$ cat src/rtl/ram_port_arbiter_pkg.sv
// Shared types and constants for the two-client RAM port arbiter.
// Latency: none (declarations only).
// Backpressure: none (declarations only).
package ram_arb_pkg;

  localparam int DEF_ADDR_W = 8;
  localparam int DEF_DATA_W = 8;

  // Arbiter states: idle (arbitration bubble) or owned by one client.
  typedef enum logic [1:0] {
    S_IDLE = 2'b00,
    S_OWN0 = 2'b01,
    S_OWN1 = 2'b10
  } state_t;

  localparam logic CLI0 = 1'b0;
  localparam logic CLI1 = 1'b1;

  // One in-flight read: whether the slot holds a read, and who issued it.
  typedef struct packed {
    logic vld;
    logic id;
  } rd_tag_t;

endpackage

$ cat src/rtl/ram_port_arbiter_if.sv
// Client-side and RAM-side bundles of the RAM port arbiter.
// Latency: none (wiring only).
// Backpressure: client commands are held until req & gnt at a clock edge.
// Client bundle: req/we/addr/wdata in, gnt (combinational accept), rvalid/rdata out.
// RAM bundle: wr_en/wr_addr/data_in and rd_en/rd_addr toward the RAM, data_out back.
interface ram_port_arbiter_if #(
  parameter int ADDR_W = ram_arb_pkg::DEF_ADDR_W,
  parameter int DATA_W = ram_arb_pkg::DEF_DATA_W
);
  logic              req;
  logic              we;
  logic [ADDR_W-1:0] addr;
  logic [DATA_W-1:0] wdata;
  logic              gnt;
  logic              rvalid;
  logic [DATA_W-1:0] rdata;

  modport master (output req, we, addr, wdata, input gnt, rvalid, rdata);
  modport slave  (input req, we, addr, wdata, output gnt, rvalid, rdata);
endinterface

interface ram_port_arbiter_ram_if #(
  parameter int ADDR_W = ram_arb_pkg::DEF_ADDR_W,
  parameter int DATA_W = ram_arb_pkg::DEF_DATA_W
);
  logic              wr_en;
  logic [ADDR_W-1:0] wr_addr;
  logic [DATA_W-1:0] data_in;
  logic              rd_en;
  logic [ADDR_W-1:0] rd_addr;
  logic [DATA_W-1:0] data_out;

  modport master (output wr_en, wr_addr, data_in, rd_en, rd_addr, input data_out);
  modport slave  (input wr_en, wr_addr, data_in, rd_en, rd_addr, output data_out);
endinterface

$ cat src/rtl/ram_arb_rd_tag.sv
// Tracks issued reads until their RAM data returns and steers it to the issuing client.
// Latency: rvalid/rdata registered one clock after RAM data_out is valid.
// Backpressure: none; every tracked read produces exactly one rvalid pulse.
// Ports: clk, rst; iss_vld/iss_id (read on the RAM port this cycle, issuer);
//        ram_dout (RAM read data); rvalid0/1 + rdata0/1 per-client returns.
module ram_arb_rd_tag
  import ram_arb_pkg::*;
#(
  parameter int DATA_W = DEF_DATA_W,
  parameter int RD_LAT = 1
) (
  input  logic              clk,
  input  logic              rst,
  input  logic              iss_vld,
  input  logic              iss_id,
  input  logic [DATA_W-1:0] ram_dout,
  output logic              rvalid0,
  output logic              rvalid1,
  output logic [DATA_W-1:0] rdata0,
  output logic [DATA_W-1:0] rdata1
);

  // Slot 0 holds the read the RAM samples at this edge; slot RD_LAT holds the
  // read whose data is on ram_dout during the current cycle.
  rd_tag_t tag_sr [RD_LAT+1];
  rd_tag_t head;
  logic    hit0;
  logic    hit1;

  assign head = tag_sr[RD_LAT];
  assign hit0 = head.vld & (head.id == CLI0);
  assign hit1 = head.vld & (head.id == CLI1);

  always_ff @(posedge clk) begin
    if (rst) begin
      for (int i = 0; i <= RD_LAT; i++) tag_sr[i] <= '0;
      rvalid0 <= 1'b0;
      rvalid1 <= 1'b0;
      rdata0  <= '0;
      rdata1  <= '0;
    end else begin
      tag_sr[0] <= '{vld: iss_vld, id: iss_id};
      for (int i = 1; i <= RD_LAT; i++) tag_sr[i] <= tag_sr[i-1];
      rvalid0 <= hit0;
      rvalid1 <= hit1;
      if (hit0) rdata0 <= ram_dout;
      if (hit1) rdata1 <= ram_dout;
    end
  end

endmodule

$ cat src/rtl/ram_port_arbiter.sv
// Round-robin arbiter sharing one RAM (separate write/read ports) between two clients.
// Latency: command reaches the RAM one clock after accept; read data returns RD_LAT+2 clocks after accept.
// Backpressure: gnt is combinational; a client holds its command until req & gnt at an edge.
// Ports: clk, rst (sync, active-high); cl0/cl1 client bundles (slave); ram bundle (master).
module ram_port_arbiter
  import ram_arb_pkg::*;
#(
  parameter int ADDR_W    = DEF_ADDR_W,
  parameter int DATA_W    = DEF_DATA_W,
  parameter int BURST_MAX = 4,
  parameter int RD_LAT    = 1
) (
  input  logic                   clk,
  input  logic                   rst,
  ram_port_arbiter_if.slave      cl0,
  ram_port_arbiter_if.slave      cl1,
  ram_port_arbiter_ram_if.master ram
);

  localparam int CNT_W = (BURST_MAX > 1) ? $clog2(BURST_MAX) : 1;
  localparam logic [CNT_W-1:0] CNT_TOP = CNT_W'(BURST_MAX - 1);

  state_t           state;
  state_t           state_nxt;
  logic             last_owner;
  logic             last_owner_nxt;
  logic [CNT_W-1:0] beat_cnt;
  logic [CNT_W-1:0] beat_cnt_nxt;

  logic gnt0;
  logic gnt1;
  logic acc0;
  logic acc1;
  logic acc;

  assign acc0 = cl0.req & gnt0;
  assign acc1 = cl1.req & gnt1;
  assign acc  = acc0 | acc1;

  // ---------------- FSM: state register ----------------
  always_ff @(posedge clk) begin
    if (rst) begin
      state      <= S_IDLE;
      last_owner <= CLI1;
      beat_cnt   <= '0;
    end else begin
      state      <= state_nxt;
      last_owner <= last_owner_nxt;
      beat_cnt   <= beat_cnt_nxt;
    end
  end

  // ---------------- FSM: next state ----------------
  // An owner gives up the grant when it stops requesting, or when it has
  // just completed BURST_MAX beats while the other client is waiting.
  always_comb begin
    state_nxt      = state;
    last_owner_nxt = last_owner;
    beat_cnt_nxt   = beat_cnt;
    case (state)
      S_IDLE: begin
        if (cl0.req && cl1.req) state_nxt = (last_owner == CLI1) ? S_OWN0 : S_OWN1;
        else if (cl0.req)       state_nxt = S_OWN0;
        else if (cl1.req)       state_nxt = S_OWN1;
      end
      S_OWN0: begin
        if (!cl0.req || (acc0 && beat_cnt == CNT_TOP && cl1.req)) begin
          last_owner_nxt = CLI0;
          beat_cnt_nxt   = '0;
          state_nxt      = cl1.req ? S_OWN1 : S_IDLE;
        end else if (acc0 && beat_cnt != CNT_TOP) begin
          beat_cnt_nxt = beat_cnt + 1'b1;
        end
      end
      S_OWN1: begin
        if (!cl1.req || (acc1 && beat_cnt == CNT_TOP && cl0.req)) begin
          last_owner_nxt = CLI1;
          beat_cnt_nxt   = '0;
          state_nxt      = cl0.req ? S_OWN0 : S_IDLE;
        end else if (acc1 && beat_cnt != CNT_TOP) begin
          beat_cnt_nxt = beat_cnt + 1'b1;
        end
      end
      default: state_nxt = S_IDLE;
    endcase
  end

  // ---------------- FSM: outputs ----------------
  // Grants are masked while reset is asserted so nothing transfers in reset.
  always_comb begin
    gnt0 = 1'b0;
    gnt1 = 1'b0;
    if (!rst) begin
      case (state)
        S_OWN0:  gnt0 = cl0.req;
        S_OWN1:  gnt1 = cl1.req;
        default: ;
      endcase
    end
  end

  assign cl0.gnt = gnt0;
  assign cl1.gnt = gnt1;

  // ---------------- Issue registers ----------------
  logic              sel_we;
  logic [ADDR_W-1:0] sel_addr;
  logic [DATA_W-1:0] sel_wdata;

  assign sel_we    = acc1 ? cl1.we    : cl0.we;
  assign sel_addr  = acc1 ? cl1.addr  : cl0.addr;
  assign sel_wdata = acc1 ? cl1.wdata : cl0.wdata;

  logic              wr_en_q;
  logic [ADDR_W-1:0] wr_addr_q;
  logic [DATA_W-1:0] data_in_q;
  logic              rd_en_q;
  logic [ADDR_W-1:0] rd_addr_q;
  logic              rd_id_q;

  // At most one beat is accepted per cycle, so the two enables are exclusive.
  always_ff @(posedge clk) begin
    if (rst) begin
      wr_en_q   <= 1'b0;
      wr_addr_q <= '0;
      data_in_q <= '0;
      rd_en_q   <= 1'b0;
      rd_addr_q <= '0;
      rd_id_q   <= CLI0;
    end else begin
      wr_en_q <= acc & sel_we;
      rd_en_q <= acc & ~sel_we;
      if (acc && sel_we) begin
        wr_addr_q <= sel_addr;
        data_in_q <= sel_wdata;
      end
      if (acc && !sel_we) begin
        rd_addr_q <= sel_addr;
        rd_id_q   <= acc1 ? CLI1 : CLI0;
      end
    end
  end

  assign ram.wr_en   = wr_en_q;
  assign ram.wr_addr = wr_addr_q;
  assign ram.data_in = data_in_q;
  assign ram.rd_en   = rd_en_q;
  assign ram.rd_addr = rd_addr_q;

  // ---------------- Read return ----------------
  ram_arb_rd_tag #(
    .DATA_W (DATA_W),
    .RD_LAT (RD_LAT)
  ) u_rd_tag (
    .clk      (clk),
    .rst      (rst),
    .iss_vld  (rd_en_q),
    .iss_id   (rd_id_q),
    .ram_dout (ram.data_out),
    .rvalid0  (cl0.rvalid),
    .rvalid1  (cl1.rvalid),
    .rdata0   (cl0.rdata),
    .rdata1   (cl1.rdata)
  );

endmodule

$ cat src/flat_wrapper.sv
// flat-port wrapper written by rule: the top's interface ports become plain ports
module ram_port_arbiter_flat import ram_arb_pkg::*;
#(
  parameter int ADDR_W    = DEF_ADDR_W,
  parameter int DATA_W    = DEF_DATA_W,
  parameter int BURST_MAX = 4,
  parameter int RD_LAT    = 1
)
  (clk, rst, cl0_req, cl0_we, cl0_addr, cl0_wdata, cl0_gnt, cl0_rvalid, cl0_rdata, cl1_req, cl1_we, cl1_addr, cl1_wdata, cl1_gnt, cl1_rvalid, cl1_rdata, ram_wr_en, ram_wr_addr, ram_data_in, ram_rd_en, ram_rd_addr, ram_data_out);
  ram_port_arbiter_if #(.ADDR_W(ADDR_W), .DATA_W(DATA_W)) cl0_i ();
  ram_port_arbiter_if #(.ADDR_W(ADDR_W), .DATA_W(DATA_W)) cl1_i ();
  ram_port_arbiter_ram_if #(.ADDR_W(ADDR_W), .DATA_W(DATA_W)) ram_i ();
  input  logic clk;
  input  logic rst;
  input wire logic [$bits(cl0_i.req)-1:0] cl0_req;
  input wire logic [$bits(cl0_i.we)-1:0] cl0_we;
  input wire logic [$bits(cl0_i.addr)-1:0] cl0_addr;
  input wire logic [$bits(cl0_i.wdata)-1:0] cl0_wdata;
  output wire logic [$bits(cl0_i.gnt)-1:0] cl0_gnt;
  output wire logic [$bits(cl0_i.rvalid)-1:0] cl0_rvalid;
  output wire logic [$bits(cl0_i.rdata)-1:0] cl0_rdata;
  input wire logic [$bits(cl1_i.req)-1:0] cl1_req;
  input wire logic [$bits(cl1_i.we)-1:0] cl1_we;
  input wire logic [$bits(cl1_i.addr)-1:0] cl1_addr;
  input wire logic [$bits(cl1_i.wdata)-1:0] cl1_wdata;
  output wire logic [$bits(cl1_i.gnt)-1:0] cl1_gnt;
  output wire logic [$bits(cl1_i.rvalid)-1:0] cl1_rvalid;
  output wire logic [$bits(cl1_i.rdata)-1:0] cl1_rdata;
  output wire logic [$bits(ram_i.wr_en)-1:0] ram_wr_en;
  output wire logic [$bits(ram_i.wr_addr)-1:0] ram_wr_addr;
  output wire logic [$bits(ram_i.data_in)-1:0] ram_data_in;
  output wire logic [$bits(ram_i.rd_en)-1:0] ram_rd_en;
  output wire logic [$bits(ram_i.rd_addr)-1:0] ram_rd_addr;
  input wire logic [$bits(ram_i.data_out)-1:0] ram_data_out;
  assign cl0_i.req = cl0_req;
  assign cl0_i.we = cl0_we;
  assign cl0_i.addr = cl0_addr;
  assign cl0_i.wdata = cl0_wdata;
  assign cl0_gnt = cl0_i.gnt;
  assign cl0_rvalid = cl0_i.rvalid;
  assign cl0_rdata = cl0_i.rdata;
  assign cl1_i.req = cl1_req;
  assign cl1_i.we = cl1_we;
  assign cl1_i.addr = cl1_addr;
  assign cl1_i.wdata = cl1_wdata;
  assign cl1_gnt = cl1_i.gnt;
  assign cl1_rvalid = cl1_i.rvalid;
  assign cl1_rdata = cl1_i.rdata;
  assign ram_wr_en = ram_i.wr_en;
  assign ram_wr_addr = ram_i.wr_addr;
  assign ram_data_in = ram_i.data_in;
  assign ram_rd_en = ram_i.rd_en;
  assign ram_rd_addr = ram_i.rd_addr;
  assign ram_i.data_out = ram_data_out;
  ram_port_arbiter #(.ADDR_W(ADDR_W), .DATA_W(DATA_W), .BURST_MAX(BURST_MAX), .RD_LAT(RD_LAT)) u_core (.clk(clk), .rst(rst), .cl0(cl0_i), .cl1(cl1_i), .ram(ram_i));
endmodule
$ cat config.mk
export PLATFORM = sky130hd
export DESIGN_NAME = ram_port_arbiter_flat
export DESIGN_NICKNAME = d
export VERILOG_FILES = /design/src/rtl/ram_port_arbiter_pkg.sv /design/src/rtl/ram_port_arbiter_if.sv /design/src/rtl/ram_arb_rd_tag.sv /design/src/rtl/ram_port_arbiter.sv /design/src/flat_wrapper.sv
export SDC_FILE = /design/constraint.sdc
export NUM_CORES = 1
export LEC_CHECK = 0
export CAP_MARGIN = 15
export CORE_MARGIN = 2
export CORE_UTILIZATION = 40
export CTS_BUF_LIST = sky130_fd_sc_hd__clkbuf_4 sky130_fd_sc_hd__clkbuf_8 sky130_fd_sc_hd__clkbuf_16
export DETAILED_ROUTE_END_ITERATION = 10
export DONT_BUFFER_PORTS = 1
export GPL_TIMING_DRIVEN = 0
export SKIP_LAST_GASP = 1
export SLEW_MARGIN = 10
export SYNTH_ARGS = -nofsm -noshare
export SYNTH_HDL_FRONTEND = slang
export SYNTH_HIERARCHICAL = 1
export SYNTH_SLANG_ARGS = --single-unit
$ cat constraint.sdc
create_clock -name clk -period 5.5 [get_ports clk]
set_input_delay 0.275 -clock clk [delete_from_list [all_inputs] [get_ports clk]]
set_output_delay 0.275 -clock clk [all_outputs]
set_load 0.05 [all_outputs]
# --- Word-level counts from Yosys, hierarchy flattened ---
# Memory sizes are Yosys's and may differ from the RTL's.
# Index checks and enable logic that the tools add are counted.
totals:
  register_bits: 50
  ramBits: 4
  in_bits: 46
  out_inout_bits: 46
  wordCells: 84
  memories: 1
mem_list:
  columns: ["memory", "words", "word_bits", "rd", "rd_ports_with_merged_regs", "wr", "line", "text"]
  rows:
  - ["u_core.u_rd_tag.tag_sr", 2, 2, 2, 0, 2, "ram_arb_rd_tag.sv:25", "rd_tag_t tag_sr [RD_LAT+1];"]
classes:
  add_sub_neg: 1
  n_eq_ne: 9
  mux: 30
  n_bitwise: 11
  reduce_logical: 19
op_table:
  columns: ["op", "n"]
  rows:
  - ["2-bit 2-to-1 mux", 13]
  - ["8-bit 2-to-1 mux", 2]
  - ["1-bit 2-to-1 mux", 12]
  - ["1-bit logical AND", 9]
  - ["3-bit AND reduction", 3]
  - ["1-bit bitwise AND", 6]
  - ["3-bit by 1-bit != test with 1-bit output (second input constant)", 2]
  - ["2-bit one-hot mux with 3 select lines", 1]
  - ["2-bit equality test (second input constant)", 2]
  - ["2-bit by 1-bit != test with 1-bit output (second input constant)", 2]
  - ["4-bit by 3-bit != test with 1-bit output (second input constant)", 1]
  - ["2-bit one-hot mux with 2 select lines", 1]
  - ["1-bit zero test", 3]
  - ["1-bit OR", 3]
  - ["2-bit by 1-bit adder with 2-bit output (second input constant)", 1]
  - ["2-bit by 1-bit equality test with 1-bit output (second input constant)", 1]
  - ["2-bit zero test", 1]
  - ["1-bit logical OR", 2]
  - ["2-bit != test (second input constant)", 1]
  - ["1-bit inverter", 2]
  - ["1-bit one-hot mux with 2 select lines", 1]
  - ["2-bit nonzero test", 1]

# --- Longest topological paths before layout ---
# Gate-level depths: netlist (run 1).
logic_depth:
  ltp_word: 9
  depth_mapped: 8
  mapped_depth_nobuf: 6

# --- By module ---
# The synthesis (run 1) kept the hierarchy.
modules_own_cells:
  columns: ["mod", "n_inst", "cells_per_inst", "area_each_um2", "seq_area_each_um2"]
  rows:
  - ["ram_port_arbiter", 1, 186, 1647.8, 640.6]
  - ["ram_arb_rd_tag", 1, 77, 827.0, 440.4]

# --- Least setup slack after synthesis (run 1) ---
# Ideal clock, no wire load.
synth_timing:
  kind: "register to register"
  from: "reg u_core.state[0]"
  to: "reg u_core.wr_addr_q[6], in the netlist u_core/ram.wr_addr[6]"
  setup_ns: 0.121
  arrival_ns: 1.837
  required_ns: 5.379
  setup_slack_ns: 3.542
  stages_incl_launch_ff: 9
  n_path_buf: 2
  period_less_slack_ns: 1.958
  path_cell_list: "dfxtp_1 > inv_1 > ha_1 > nand3b_2 > mux2_4 > and2_1 > buf_6 > buf_6 > mux2_4"
synth_between:
  elab_chain_cells: 6
  word_cells_on_any_way: 12
  cone_classes: "2 x eq/ne; 6 x mux; 3 x bitwise; 1 x reduce/logical"
synth_lines:
  columns: ["element", "line", "text"]
  rows:
  - ["start: declaration", "ram_port_arbiter.sv:23", "state_t state;"]
  - ["start signal: assignment", "ram_port_arbiter.sv:47", "state <= state_nxt;"]
  - ["2-bit by 1-bit equality test with 1-bit output or 2-bit equality test (tied branches)", "ram_port_arbiter.sv:94", "case (state)"]
  - ["1-bit 2-to-1 mux", "ram_port_arbiter.sv:94", null]
  - ["1-bit 2-to-1 mux", "ram_port_arbiter.sv:93", "if (!rst) begin"]
  - ["1-bit bitwise AND (on tied branches)", "ram_port_arbiter.sv:36, ram_port_arbiter.sv:37", null]
  - ["1-bit OR or 1-bit 2-to-1 mux (tied branches)", "ram_port_arbiter.sv:38, ram_port_arbiter.sv:110", null]
  - ["1-bit logical AND", "ram_port_arbiter.sv:133", "if (acc && sel_we) begin"]
  - ["end signal: assignment", "ram_port_arbiter.sv:134", "wr_addr_q <= sel_addr;"]
  - ["end: declaration", "ram_port_arbiter.sv:115", "logic [ADDR_W-1:0] wr_addr_q;"]
# Parallel ways exist; a longest one is shown, timed or not.
# A chain may end at the register's enable or synchronous reset.

# --- Final worst setup path (run 1) ---
# Same ends and word-level chain as after synthesis.

==> results of run 1 <==
## layout by cell type, fill, tap and decap left out, types with 2 or more instances in the layout
cell type / count
dfxtp_1: 54
nand2_1: 36
nand2b_1: 29
nor2b_1: 24
a21oi_1: 20
mux2i_1: 17
mux2_2: 15
clkbuf_1: 10
a311oi_1: 8
clkbuf_8: 5
inv_1: 5
o21ai_0: 5
ha_1: 5
nor2_1: 4
clkinv_4: 2
mux2_4: 2
and2_1: 2
buf_6: 2
nand4b_1: 2
nand3b_1: 2
buf_2: 2
## cells by family (layout without fill, tap and decap cells)
kind of cell,after synthesis,after routing
fa+ha+maj,5,5
simple gates,105,105
compound gates,44,44
flops,54,54
mux,34,34
buf+inv,21,29
## final cells by class
type,instances,area (µm²),share of cell area
buffer,16,81.3,0.0305
clock buffer,5,68.8,0.0258
clock inverter,3,28.8,0.0108
inverter,5,18.8,0.00704
multi-input combinational,188,1290,0.485
sequential,54,1080,0.405
tap,75,93.8,0.0352
## worst min path at each step
| stage | endpoint | depth (start not counted) | slack [ns] |
|---|---|---|---|
| after CTS | u_core/ram.data_in[4] | 2 | 0.1 |
| after detailed placement | u_core/u_rd_tag/tag_sr[0][2] | 1 | 0.43 |
| after global routing | u_core/ram.data_in[1] | 2 | 0.09 |
| after floorplan | u_core/u_rd_tag/tag_sr[0][2] | 1 | 0.41 |
| after global placement | u_core/u_rd_tag/tag_sr[0][2] | 1 | 0.42 |
| final | u_core/ram.data_in[4] | 2 | 0.11 |
## cells in the mapped netlist
cell type	n
a32o_1	1
nand2b_1	29
inv_1	5
nand3b_2	1
a211o_1	1
nand3b_1	2
nand4_1	1
a21oi_1	20
clkbuf_1	10
o21a_1	1
nand2_1	36
nor2_2	1
o21ai_0	5
mux2_4	2
a21oi_2	1
a311oi_1	8
a32oi_1	1
and2_0	1
nand4b_1	2
a31o_2	1
and2_1	2
a22o_1	1
buf_2	2
a221o_1	1
nand2_2	1
a22oi_1	1
ha_1	5
buf_1	1
nor2b_1	24
mux2_2	15
a21o_1	1
mux2i_1	17
o31ai_1	1
dfxtp_1	54
buf_4	1
and4b_1	1
nor2_1	4
buf_6	2
## state kept, by name, summed over array words and instances (netlist names)
register                 flops
u_core/ram.rd_en             1
u_core/beat_cnt              2
u_core/rd_id_q               1
u_core/u_rd_tag/rdata1       8
u_core/u_rd_tag/rvalid1      1
u_core/last_owner            1
u_core/ram.rd_addr           8
u_core/state                 2
u_core/u_rd_tag/rvalid0      1
u_core/ram.data_in           8
u_core/ram.wr_addr           8
u_core/ram.wr_en             1
u_core/u_rd_tag/tag_sr       4
u_core/u_rd_tag/rdata0       8
## metrics by stage
step | cells | util | setup slack (ns) | hold slack (ns)
final | 346 | 0.448 | 3.18 | 0.107
after global routing | 346 | 0.448 | 3.07 | 0.0947
after CTS | 346 | 0.448 | 3.20 | 0.0960
after detailed placement | 338 | 0.431 | 3.23 | 0.426
after global placement | 338 | 0.431 | 3.24 | 0.417
after floorplan | 263 | - | 3.54 | 0.414
## power by group
group,switching (µW),internal (µW),leakage (µW)
sequential,56.5,413,0.000436
clock,141,94.6,0.0000502
combinational,92.9,68.6,0.000560
## metal layers
layer,global-route usage,up-vias,wire [µm]
li1,-,906,-
met1,0.181,850,2380
met2,0.282,57,2670
met3,0.0750,5,556
met4,0.0492,0,53
met5,0,-,0
==> impl_metrics.json, run 1 <==
{
  "synth_mux_area_frac": 0.149,
  "rrSetupSlack_ns": 3.18,
  "crit_path_start": "u_core/state[0]",
  "synth_top_family_by_area": "simple AND/OR/NAND/NOR gates",
  "grt.overflow.total": 0,
  "wl_per_cell_um": 16.4,
  "hold_class": "input port to flip-flop",
  "cts_resized": 0,
  "drcViolationCount": 0,
  "nFillCells": 606,
  "initialDrtViolationCount": 59,
  "power_uw": 867,
  "synth_compound_area_frac": 0.117,
  "htree_levels": 2,
  "synth_cell_types": 38,
  "numCtsBuffers": 5,
  "clock_path_buffers": 2,
  "dieWidth_um": 82.7,
  "syn_inst": 263,
  "cp.required_ns": 5.71,
  "antenna_found_initial": 0,
  "gp_congestion": 0.794,
  "grt_max_degree": 20,
  "hpwl_mm": 4.10,
  "synthAdderAreaFrac": 0.0253,
  "initial_core_util": 0.416,
  "cap_violations": 0,
  "rsz0062_at_grt": "no",
  "vdd_drop_max_uv": 141,
  "grt_pass1_vias": 1800,
  "diodes": 0,
  "grt_pass1_wl_mm": 8.55,
  "avgViaCountPerCell": 5.25,
  "fmax_mhz": 431,
  "cp.buffers_inverters": 3,
  "crit_path_start_kind": "flip-flop",
  "setup_viol": 0,
  "cp_slowest_stage_delay_ns": 0.44,
  "wirelength_mm": 5.66,
  "run_status": "completed",
  "cp_common_cell": "buf_6",
  "r2r_end": "u_core/ram.wr_addr[6]",
  "place_area_um2": 2570,
  "rr_startpoint": "u_core/state[0]",
  "cts_hold_buf": 0,
  "clkLatencyLatePin_ns": 0.31,
  "cp_slowest_cell": "a21oi_2",
  "tritoncts": "built",
  "syn_area_per_cell_um2": 9.41,
  "cp_cell_sequence": "inv_1, ha_1, nand2_2, a21oi_2, and2_1, buf_6, buf_6, mux2_4",
  "tns_ns": 0,
  "synthesis.area_um2": 2470,
  "synth-xor-area-share": 0,
  "seq_area_frac_synth": 0.437,
  "postRouteAntennaNets": 0,
  "drive_above_1_share": 0.129,
  "p_leak_uw": 0.00105,
  "fin_crit_sh": 0.421,
  "critPathTopFamily": "compound AO/OA/AOI/OAI gates",
  "cts.sinks": 54,
  "final_area_um2": 2670,
  "min-delay-start": "cl1_wdata[4]",
  "synth-seq-cells": 54,
  "synth_nets": 314,
  "core_area_um2": 5960,
  "cp_max_fo": 10,
  "grtUsageTotal": 0.164,
  "slew_headroom": 0.374,
  "routed-via-count": 1818,
  "die_area_um2": 6830,
  "synth_largest_area_cell": "dfxtp_1",
  "finClkSkew_ns": 0.00636,
  "areaGrowthSynthToFinish_pct": 7.74,
  "endpoint": "u_core/ram.wr_addr[6]",
  "finalCriticalPeriod_ns": 2.32,
  "hold_viol": 0,
  "cp-end-kind": "flip-flop",
  "cp_num_cells": 8,
  "synth.area.top_cells": "dfxtp_1 44%, nand2b_1 7.3%, mux2i_1 6.9%, mux2_2 6.8%, nor2b_1 6.1%",
  "clk_pin_slew_ns": 0.11,
  "clockRootBuffer": "clkbuf_8",
  "power.density_nw_per_um2": 325,
  "yosys.area_share.simple": 0.232,
  "worstMarginPinSlew_ns": 0.935,
  "synth.top_cell.area_share": 0.437,
  "crit_type": "flip-flop to flip-flop",
  "io_buffers": 0,
  "yosysWarningCount": 6,
  "final_max_slew_viol_count": 0,
  "cts_setup_buffers": 0,
  "nets": 321,
  "crit_arrival_ns": 2.52,
  "pin_count": 92,
  "rows": 28,
  "die_h_um": 82.7,
  "r2r_cells": 8,
  "dr.pass1.iters": 4
}
(Power assumes the default switching activity.)
==> run 2, diff against run 1 <==
--- a/config.mk
+++ b/config.mk
@@ -5,6 +5,7 @@
 export SDC_FILE = /design/constraint.sdc
 export NUM_CORES = 1
 export LEC_CHECK = 0
+export ABC_AREA = 1
 export CAP_MARGIN = 15
 export CORE_MARGIN = 2
 export CORE_UTILIZATION = 40
==> constraint.sdc (replaced) <==
create_clock -name clk -period 2 [get_ports clk]
set_input_delay 0.1 -clock clk [delete_from_list [all_inputs] [get_ports clk]]
set_output_delay 0.1 -clock clk [all_outputs]
set_load 0.05 [all_outputs]
==> run 2 against run 1 <==
Net effect:
- combinational power rose to 3.9 times the previous value
- largest cell class unchanged
- highest routed layer unchanged
- worst setup slack got worse by 3.0 ns
- core utilization rose by 2.2 points
==> impl_metrics.json, run 2 <==
{
  "setup_viol": 0,
  "syn_inst": 368,
  "power_uw": 2800,
  "gp_congestion": 0.848,
  "synth_edf_count": 0,
  "drive_above_1_share": 0.106,
  "grt.overflow.total": 0,
  "hold_class": "input port to flip-flop",
  "initial_core_util": 0.419,
  "routed-via-count": 2162,
  "place_area_um2": 2610,
  "hold_viol": 0,
  "cap_violations": 0,
  "clkLatencyLatePin_ns": 0.31,
  "rsz0062_at_grt": "no",
  "rrSetupSlack_ns": 0.19,
  "clock_path_buffers": 2,
  "layout_common_cells": "109 x nand2_1, 67 x nor2_1, 53 x dfxtp_1",
  "grt_pass1_wl_mm": 9.47,
  "slew_headroom": 0.644,
  "cp_max_fo": 10,
  "numCtsBuffers": 5,
  "vdd_drop_max_uv": 461,
  "rows": 28,
  "power.density_nw_per_um2": 995,
  "final_area_um2": 2820,
  "pin_count": 92,
  "cp.required_ns": 2.21,
  "synth.top_cell.area_share": 0.430,
  "syn_area_per_cell_um2": 6.83,
  "cp_slowest_cell": "dfxtp_2",
  "avgViaCountPerCell": 4.69,
  "tritoncts": "built",
  "diodes": 0,
  "cp-end-kind": "flip-flop",
  "initialDrtViolationCount": 79,
  "cp.buffers_inverters": 5,
  "final_common_cell": "nand2_1",
  "synth.most_common_cell": "nand2_1",
  "synth_cell_types": 24,
  "critPathTopFamily": "buffers and inverters",
  "antenna_found_initial": 0,
  "cp_cell_sequence": "inv_1, ha_1, nand2_1, clkinv_2, nand2_4, buf_6, inv_2, buf_4, nand2_1, nand2_1, o21ai_0, nor2_1",
  "htree_levels": 2,
  "crit_path_start_kind": "flip-flop",
  "setup_ws_ns": 0.194,
  "synth-seq-cells": 54,
  "cp_common_cell": "nand2_1",
  "fmax_mhz": 554,
  "tns_ns": 0,
  "final_max_slew_viol_count": 0,
  "grt_pass1_vias": 2078,
  "hpwl_mm": 4.08,
  "finalCriticalPeriod_ns": 1.81,
  "die_h_um": 83.3,
  "die_area_um2": 6930,
  "synth_top_flop_cell": "dfxtp_1",
  "cts.sinks": 54,
  "crit_type": "flip-flop to flip-flop",
  "core_area_um2": 5990,
  "post-place-ws_ns": 0.143,
  "drcViolationCount": 0,
  "yosysWarningCount": 6,
  "clockRootBuffer": "clkbuf_8",
  "p_leak_uw": 0.00131,
  "wl_per_cell_um": 12.0,
  "io_buffers": 0,
  "synth.area.top_cells": "dfxtp_1 43%, nand2_1 16%, nor2_1 10%, inv_1 6.7%, nand3_1 4.0%",
  "postRouteAntennaNets": 0,
  "synth_nets": 419,
  "numPlacedInstances": 443,
  "fin_crit_sh": 0.903,
  "run_status": "completed",
  "seq_area_frac_synth": 0.430,
  "synthesis.area_um2": 2510,
  "areaGrowthSynthToFinish_pct": 12.1,
  "dr.pass1.iters": 4,
  "synth_common_cells": "109 x nand2_1, 67 x nor2_1, 54 x dfxtp_1",
  "synth_largest_area_cell": "dfxtp_1",
  "grtUsageTotal": 0.166,
  "wirelength_mm": 5.53,
  "grt_max_degree": 17,
  "finalNonFillerCells": 461,
  "worstMarginPinSlew_ns": 0.533,
  "clk_pin_slew_ns": 0.09,
  "async_flop_share": 0,
  "nets": 436,
  "crit_arrival_ns": 2.01,
  "cp_slowest_stage_delay_ns": 0.37,
  "finClkSkew_ns": 0.00631,
  "dieWidth_um": 83.3
}
run 2: final cells by class:
cell class | instances | area, µm²
Buffer | 12 | 104
Clock buffer | 5 | 68.8
Clock inverter | 3 | 40.0
Fill cell | 633 | 3170
Inverter | 51 | 195
Multi-Input combinational cell | 251 | 1130
Sequential cell | 54 | 1080
Tap cell | 75 | 93.8
Timing Repair Buffer | 10 | 100
run 2: worst register-to-register path: stages, from the launching register on:
cell and delay [ns]:
dfxtp_2 0.37, inv_1 0.06, ha_1 0.24, nand2_1 0.09
clkinv_2 0.07, nand2_4 0.08, buf_6 0.15, inv_2 0.08
buf_4 0.22, nand2_1 0.08, nand2_1 0.04, o21ai_0 0.17
nor2_1 0.05
run 2: per-stage QoR:
stage | hold slack (ns) | utilization
floorplan | 0.169 | -
global placement | 0.171 | 0.435
detailed placement | 0.173 | 0.435
CTS | 0.00115 | 0.470
global route | 0.0139 | 0.470
finish | 0.00484 | 0.470
run 2: kinds of logic (layout without fill, tap and decap cells):
| group | after synthesis | in the layout | share of synthesized area |
|---|---|---|---|
| flip-flops | 54 | 54 | 0.430 |
| adder cells (fa/ha/maj) | 5 | 5 | 0.0249 |
| buffers and inverters | 63 | 81 | 0.119 |
| AND/OR/NAND/NOR | 212 | 212 | 0.352 |
| AO/OA/AOI/OAI | 34 | 34 | 0.0737 |
run 2: path summary, 6_finish.rpt:
| check | from | endpoint | depth (start not counted) |
|---|---|---|---|
| max | u_core/state[0] | u_core/ram.data_in[7] | 12 |
| min | ram_data_out[1] | u_core/u_rd_tag/rdata0[1] | 4 |
| max reg2reg | u_core/state[0] | u_core/ram.data_in[7] | 12 |
| min reg2reg | u_core/u_rd_tag/tag_sr[0][0] | u_core/u_rd_tag/tag_sr[0][2] | 2 |
run 2: routing by layer:
layer	up-vias	wire [µm]	GRT usage
li1	1138	-	-
met1	931	2350	0.194
met2	86	2540	0.281
met3	7	589	0.0676
met4	0	52	0.0432
met5	-	0	0
run 2: repair_timing:
item                       in CTS  in global routing
gates resized for setup         0                  1
hold endpoints to repair       12                  0
setup buffers                   0                  0
hold buffers                   10                  0
setup endpoints to repair       0                  8
run 2: report_power, final:
group / leakage [µW] / internal [µW] / switching (µW)
combinational: 0.000810 / 239 / 386
clock: 0.0000579 / 369 / 356
sequential: 0.000438 / 1180 / 272
total: 0.00131 / 1790 / 1010
